### config.mk
export PLATFORM = sky130hd
export DESIGN_NAME = sublime_wave_interp_flat
export DESIGN_NICKNAME = d
export VERILOG_FILES = /design/src/rtl/sublime_wave_interp_if.sv /design/src/rtl/sublime_wave_interp.sv /design/src/flat_wrapper.sv
export SDC_FILE = /design/constraint.sdc
export NUM_CORES = 1
export LEC_CHECK = 0
export BUFFER_PORTS_ARGS = -buffer_cell sky130_fd_sc_hd__buf_2
export CAP_MARGIN = 5
export CORE_MARGIN = 2
export CORE_UTILIZATION = 28
export DETAILED_ROUTE_END_ITERATION = 8
export HOLD_SLACK_MARGIN = 0.05
export PLACE_DENSITY_LB_ADDON = 0.08
export SYNTH_ARGS = -nofsm -noshare
export SYNTH_HDL_FRONTEND = slang
export SYNTH_SLANG_ARGS = --single-unit
### constraint.sdc
create_clock -name clk -period 1.61 [get_ports clk]
set_input_delay 0 -clock clk [delete_from_list [all_inputs] [get_ports clk]]
set_output_delay 0 -clock clk [all_outputs]
set_load 0.05 [all_outputs]
### src/rtl/sublime_wave_interp_if.sv
// Phase-word handshake, wave-memory read port and sample output of sublime_wave_interp.
// slave is the interpolator side; master is the NCO/memory/mixer side.
interface sublime_wave_interp_if #(
  parameter int unsigned ADDR_W = 10,
  parameter int unsigned DATA_W = 16
);
  logic [31:0]       wave_addr;
  logic              addr_valid;
  logic              addr_ready;
  logic [ADDR_W-1:0] mem_addr;
  logic              mem_rd;
  logic [DATA_W-1:0] mem_rdata;
  logic [DATA_W-1:0] sample;
  logic              sample_valid;

  modport slave (
    input  wave_addr, addr_valid, mem_rdata,
    output addr_ready, mem_addr, mem_rd, sample, sample_valid
  );

  modport master (
    output wave_addr, addr_valid, mem_rdata,
    input  addr_ready, mem_addr, mem_rd, sample, sample_valid
  );
endinterface

### src/rtl/sublime_wave_interp.sv
// Wavetable reader: fetches mem[idx] and mem[idx+1] and linearly interpolates by frac.
// SUBLIME_INTERP_EN enables interpolation; without it the block returns mem[idx] directly.
module sublime_wave_interp #(
  parameter int unsigned ADDR_W = 10,
  parameter int unsigned FRAC_W = 8,
  parameter int unsigned DATA_W = 16
) (
  input  logic                 clk,
  input  logic                 rst,
  sublime_wave_interp_if.slave bus
);
  localparam int unsigned ProdW = DATA_W + FRAC_W + 2;

  typedef enum logic [2:0] {StIdle, StRd0, StRd1, StCap, StMul, StAdd} state_e;

  state_e                   state_q, state_d;
  logic [ADDR_W-1:0]        idx_q;
  logic signed [DATA_W-1:0] s0_q;
  logic signed [DATA_W-1:0] sample_q;
  logic signed [DATA_W-1:0] sum_d;
  logic                     sample_valid_q;
  logic                     accept;
  logic                     unused_phase;

  assign accept = bus.addr_valid && (state_q == StIdle);
  // Low phase bits below the fraction never contribute to the result.
  assign unused_phase = ^bus.wave_addr;

`ifdef SUBLIME_INTERP_EN
  logic [FRAC_W-1:0]        frac_q;
  logic signed [DATA_W-1:0] s1_q;
  logic signed [ProdW-1:0]  prod_q;
  logic signed [ProdW-1:0]  prod_d;
  logic signed [ProdW-1:0]  prod_shr;
  logic signed [DATA_W:0]   diff;
  logic signed [FRAC_W:0]   frac_s;

  assign diff     = {s1_q[DATA_W-1], s1_q} - {s0_q[DATA_W-1], s0_q};
  assign frac_s   = {1'b0, frac_q};
  assign prod_d   = ProdW'(diff) * ProdW'(frac_s);
  // Arithmetic shift floors toward -inf; the sum always lands between s0 and s1.
  assign prod_shr = prod_q >>> FRAC_W;
  assign sum_d    = DATA_W'(prod_shr + ProdW'(s0_q));

  always_ff @(posedge clk or negedge rst) begin
    if (!rst) begin
      frac_q <= '0;
      s1_q   <= '0;
      prod_q <= '0;
    end else begin
      if (accept) frac_q <= bus.wave_addr[31-ADDR_W -: FRAC_W];
      if (state_q == StCap) s1_q <= bus.mem_rdata;
      if (state_q == StMul) prod_q <= prod_d;
    end
  end
`else
  assign sum_d = s0_q;
`endif

  always_ff @(posedge clk or negedge rst) begin
    if (!rst) state_q <= StIdle;
    else      state_q <= state_d;
  end

  always_comb begin
    state_d = state_q;
    unique case (state_q)
      StIdle:  if (bus.addr_valid) state_d = StRd0;
      StRd0:   state_d = StRd1;
`ifdef SUBLIME_INTERP_EN
      StRd1:   state_d = StCap;
      StCap:   state_d = StMul;
      StMul:   state_d = StAdd;
`else
      StRd1:   state_d = StAdd;
`endif
      StAdd:   state_d = StIdle;
      default: state_d = StIdle;
    endcase
  end

  // Memory port decodes from state and latched idx only.
  always_comb begin
    bus.addr_ready = (state_q == StIdle);
    bus.mem_rd     = 1'b0;
    bus.mem_addr   = '0;
    case (state_q)
      StRd0: begin
        bus.mem_rd   = 1'b1;
        bus.mem_addr = idx_q;
      end
`ifdef SUBLIME_INTERP_EN
      StRd1: begin
        bus.mem_rd   = 1'b1;
        bus.mem_addr = idx_q + ADDR_W'(1);
      end
`endif
      default: ;
    endcase
  end

  always_ff @(posedge clk or negedge rst) begin
    if (!rst) begin
      idx_q          <= '0;
      s0_q           <= '0;
      sample_q       <= '0;
      sample_valid_q <= 1'b0;
    end else begin
      sample_valid_q <= 1'b0;
      if (accept) idx_q <= bus.wave_addr[31 -: ADDR_W];
      if (state_q == StRd1) s0_q <= bus.mem_rdata;
      if (state_q == StAdd) begin
        sample_q       <= sum_d;
        sample_valid_q <= 1'b1;
      end
    end
  end

  assign bus.sample       = sample_q;
  assign bus.sample_valid = sample_valid_q;
endmodule

### src/flat_wrapper.sv
// flat-port wrapper written by rule: the top's interface ports become plain ports
module sublime_wave_interp_flat 
#(
  parameter int unsigned ADDR_W = 10,
  parameter int unsigned FRAC_W = 8,
  parameter int unsigned DATA_W = 16
)
  (clk, rst, bus_wave_addr, bus_addr_valid, bus_mem_rdata, bus_addr_ready, bus_mem_addr, bus_mem_rd, bus_sample, bus_sample_valid);
  sublime_wave_interp_if #(.ADDR_W(ADDR_W), .DATA_W(DATA_W)) bus_i ();
  input  logic clk;
  input  logic rst;
  input wire logic [$bits(bus_i.wave_addr)-1:0] bus_wave_addr;
  input wire logic [$bits(bus_i.addr_valid)-1:0] bus_addr_valid;
  input wire logic [$bits(bus_i.mem_rdata)-1:0] bus_mem_rdata;
  output wire logic [$bits(bus_i.addr_ready)-1:0] bus_addr_ready;
  output wire logic [$bits(bus_i.mem_addr)-1:0] bus_mem_addr;
  output wire logic [$bits(bus_i.mem_rd)-1:0] bus_mem_rd;
  output wire logic [$bits(bus_i.sample)-1:0] bus_sample;
  output wire logic [$bits(bus_i.sample_valid)-1:0] bus_sample_valid;
  assign bus_i.wave_addr = bus_wave_addr;
  assign bus_i.addr_valid = bus_addr_valid;
  assign bus_i.mem_rdata = bus_mem_rdata;
  assign bus_addr_ready = bus_i.addr_ready;
  assign bus_mem_addr = bus_i.mem_addr;
  assign bus_mem_rd = bus_i.mem_rd;
  assign bus_sample = bus_i.sample;
  assign bus_sample_valid = bus_i.sample_valid;
  sublime_wave_interp #(.ADDR_W(ADDR_W), .FRAC_W(FRAC_W), .DATA_W(DATA_W)) u_core (.clk(clk), .rst(rst), .bus(bus_i));
endmodule
==> results.txt <==
TritonCTS built the clock tree. The largest fanout on the critical path came out at 11. The tools report the starting density of the core as 28.9%. The post-synth net total was 164.

In the layout the commonest cells are sky130_fd_sc_hd__buf_2, sky130_fd_sc_hd__dfrtp_1, sky130_fd_sc_hd__mux2_2. The cell at the slowest stage of the critical path is sky130_fd_sc_hd__dfrtp_1. Setup repair after global routing left no endpoint under its margin. The residual antenna-violating net count after detailed routing was 0. After synthesis the cells add up to 0.00184 sq mm.

The number of endpoints with negative hold slack in the final report is 0, and the clock period minus final worst setup slack is 1.49 ns. Cell internal power was estimated by the tool at 3.24 mW. For the via count of the first global-routing pass, the log shows 1289.

Post-CTS timing repair inserted 0 buffers for setup. The growth of design area from synthesis to finish was 43.9%. By startpoint and endpoint, the worst setup path is classified as flip-flop to primary output. In this design, the stage delay of the slowest critical-path cell is 0.46 ns. Together, buffers and inverters on the worst path number 2. The first detailed-routing pass took 4 iterations. In the final design database the tool counted 256 nets.

The type of element capturing the critical path was a primary output. The leading cell type in the layout, fill and taps excluded was sky130_fd_sc_hd__buf_2. Combinational cells account for 51.3% of the total power. Setup violations remaining at the end of the flow were counted as 0. The run gives 0 as the number of antenna violations at the first check in global routing. The first global-routing pass estimated 6.06 mm of wire. Counting stages on the worst path, the most repeated cell is sky130_fd_sc_hd__buf_4. DRC violation count after routing: 0. In the finished design, the share of the clock period the worst path needs comes to 92.4%. VDD sags by at most 0.768 mV. The reported leakage power is 1.26 nW, and the number of inserted filler cells in the final layout is 597.

Clock tree synthesis inserted a total of 5 buffers. The clock network accounts for 12.0% of the total power. Sum of negative setup slack: 0 ns. Once layout is complete, the cells apart from fillers number 281.

Switching share of power: 42.3%. Headroom to the max-slew limit came out at 83.0%. The total power density per cell area is 2130 mW/mm^2. The cell count after placement was 247; the pin slew with the least headroom to its limit was 0.258 ns.

Summed over its instances, the top area cell type makes up 62.6% of the synthesized netlist area. Wire length per cell after detailed routing: 12.8 um. STA classifies the critical path startpoint as a flip-flop.

The number of flip-flops and latches in the synthesized netlist was 46; the number of pins with negative max-slew slack in the final report was 0. In this run the cell area measured after placement is 0.00225 sq mm. In this run the horizontal extent of the chip is 85.0 um. The die is 85.0 um tall. The clock sink total is 46, and the routed wire length is 3.60 mm. For this block, the initial DRC count from the detailed router was 20. The total power is 5.62 mW.

Synthesis instantiated 15 different standard cells from the library. The die covers 0.00723 sq mm. The area of the core came out at 0.00635 sq mm. With fillers left out, the area of the finished cells amounts to 0.00265 sq mm. Max-cap violations in this run came to 0.

The logs give 41.7% for the share of the core filled with cells in the final layout and 1.49 ns for the data arrival time of the critical path. The required time of the critical path is 1.61 ns. Global routing used 10.8% of the available tracks across all layers. Share of layout cells above drive strength 1: 57.4%. Largest area contributor in the netlist: sky130_fd_sc_hd__dfrtp_1. The routability congestion estimate was 0.721; the clock input transition at the sequential cells of the worst setup and hold paths was 0.08 ns. For this run, the register share of the synthesized area comes to 62.6%.

No sink is reached through more buffers than the 2 on the longest clock path. Once detailed placement completed, the half-perimeter wirelength came to 2.48 mm. The tools report the share of power burned in registers as 36.8%. In this design, the largest share of critical-path delay is due to flip-flops. The number of antenna diodes in the final layout is 0. 80 I/O pins were placed. The per-instance average area after synthesis is 16.3 sq um. Summed over all nets, the switching power comes to 2.38 mW. The maximum number of pins on one net before global-route repair came out at 47. The count of input and output buffers was 57.

The final global-route overflow total came out at 0. For the total number of vias, the log shows 1210. Yosys printed 0 warnings. At the later pin of the worst-skew pair, clock insertion delay measures 0.29 ns. The clock tree synthesis step divided the H-tree into 2 levels. The flow ran to the end, and the final reports show no timing, DRC or antenna violations.

By area the synthesized netlist is led by sky130_fd_sc_hd__dfrtp_1, sky130_fd_sc_hd__mux2_2, sky130_fd_sc_hd__mux2_4. The cell count after synthesis came out at 113. Traced cell by cell, the critical path runs through nor3b_2 -> buf_4 -> and2_1 -> buf_4. The tightest min-delay check is of the input port to async pin type.

Clock tree synthesis selected as its root buffer the cell sky130_fd_sc_hd__clkbuf_8. Ratio of routed vias to standard cells: 4.31. Static timing analysis puts the maximum clock frequency at 672 MHz.

The logs give 0.00360 ns for the worst-case clock skew and 29 for the count of standard-cell rows.
-- cell usage after synthesis --
master                      n
sky130_fd_sc_hd__buf_2      3
sky130_fd_sc_hd__nor3b_4    1
sky130_fd_sc_hd__buf_12     1
sky130_fd_sc_hd__nor3_1     2
sky130_fd_sc_hd__clkbuf_1   1
sky130_fd_sc_hd__nor3b_1    2
sky130_fd_sc_hd__nor2_1     1
sky130_fd_sc_hd__dfrtp_1   46
sky130_fd_sc_hd__mux2_4     9
sky130_fd_sc_hd__buf_4      1
sky130_fd_sc_hd__nor4b_1    1
sky130_fd_sc_hd__and2_1    10
sky130_fd_sc_hd__inv_1      1
sky130_fd_sc_hd__mux2_2    33
sky130_fd_sc_hd__nand3b_2   1
-- state kept, by name, indices dropped and copies added, names as in the netlist --
signal / flops
u_core.bus.sample: 16
u_core.bus.sample_valid: 1
u_core.state_q: 3
u_core.idx_q: 10
u_core.s0_q: 16
-- power by group through the flow --
stage                     Combinational (mW)  Sequential (mW)  Clock (mW)
final                                   2.88             2.07       0.674
after global routing                    3.04             2.15       0.756
after CTS                               2.92             2.07       0.719
after detailed placement                2.81             2.09           0
after global placement                  2.77             2.05           0
after floorplan                         1.54             2.72           0
-- tightest hold or removal path, delay by kind of cell --
| kind | cells | cell delay, ns |
|---|---|---|
| buffers and inverters | 3 | 0.88 |
-- worst paths after layout --
path | end | start | slack (ns) | cells past startpoint
worst max register to register | u_core.idx_q[8] | u_core.state_q[1] | 0.17 | 3
worst max-delay path | bus_mem_addr[5] | u_core.state_q[1] | 0.12 | 4
min in group clk | u_core.s0_q[9] | bus_mem_rdata[9] | 0.47 | 3
max in group asynchronous | u_core.state_q[0] | rst | 1.16 | 3
worst min register to register | u_core.idx_q[1] | u_core.idx_q[1] | 0.50 | 1
worst min-delay path | u_core.idx_q[8] | rst | 0.22 | 3
-- metrics by stage --
stage	hold slack, ns	worst slack, ns
floorplan	-0.296	0.0272
global placement	-0.00397	0.198
detailed placement	0.00154	0.170
CTS	0.226	0.0209
global route	0.253	0.0227
finish	0.221	0.123
-- kinds of logic after synthesis --
family	after synthesis	synth area share (%)
buffers and inverters	7	2.72
multiplexers	42	27.6
AND/OR/NAND/NOR	18	7.08
flip-flops	46	62.6
-- timing repair --
| action | in CTS | in global routing |
|---|---|---|
| gates resized for setup | 11 | 2 |
| hold endpoints to repair | 73 | 0 |
| hold buffers | 28 | 0 |
| setup endpoints to repair | 10 | 10 |
-- area by class of cell --
type,instances,area [sq um],area share [%]
repair buffers,91,661,25.0
clock buffers,6,82.6,3.12
flip-flops and latches,46,1150,43.6
multi-input cells,60,648,24.5
inverters,1,3.75,0.142
well taps,77,96.3,3.64
-- metal layers --
metal / GRT usage, % / up-vias / wire length [um]
met3: 3.31 / 7 / 216
met1: 12.9 / 598 / 1520
li1: - / 568 / -
met2: 18.0 / 37 / 1790
met5: 0 / - / 0
met4: 4.62 / 0 / 68
(Power assumes the default switching activity.)
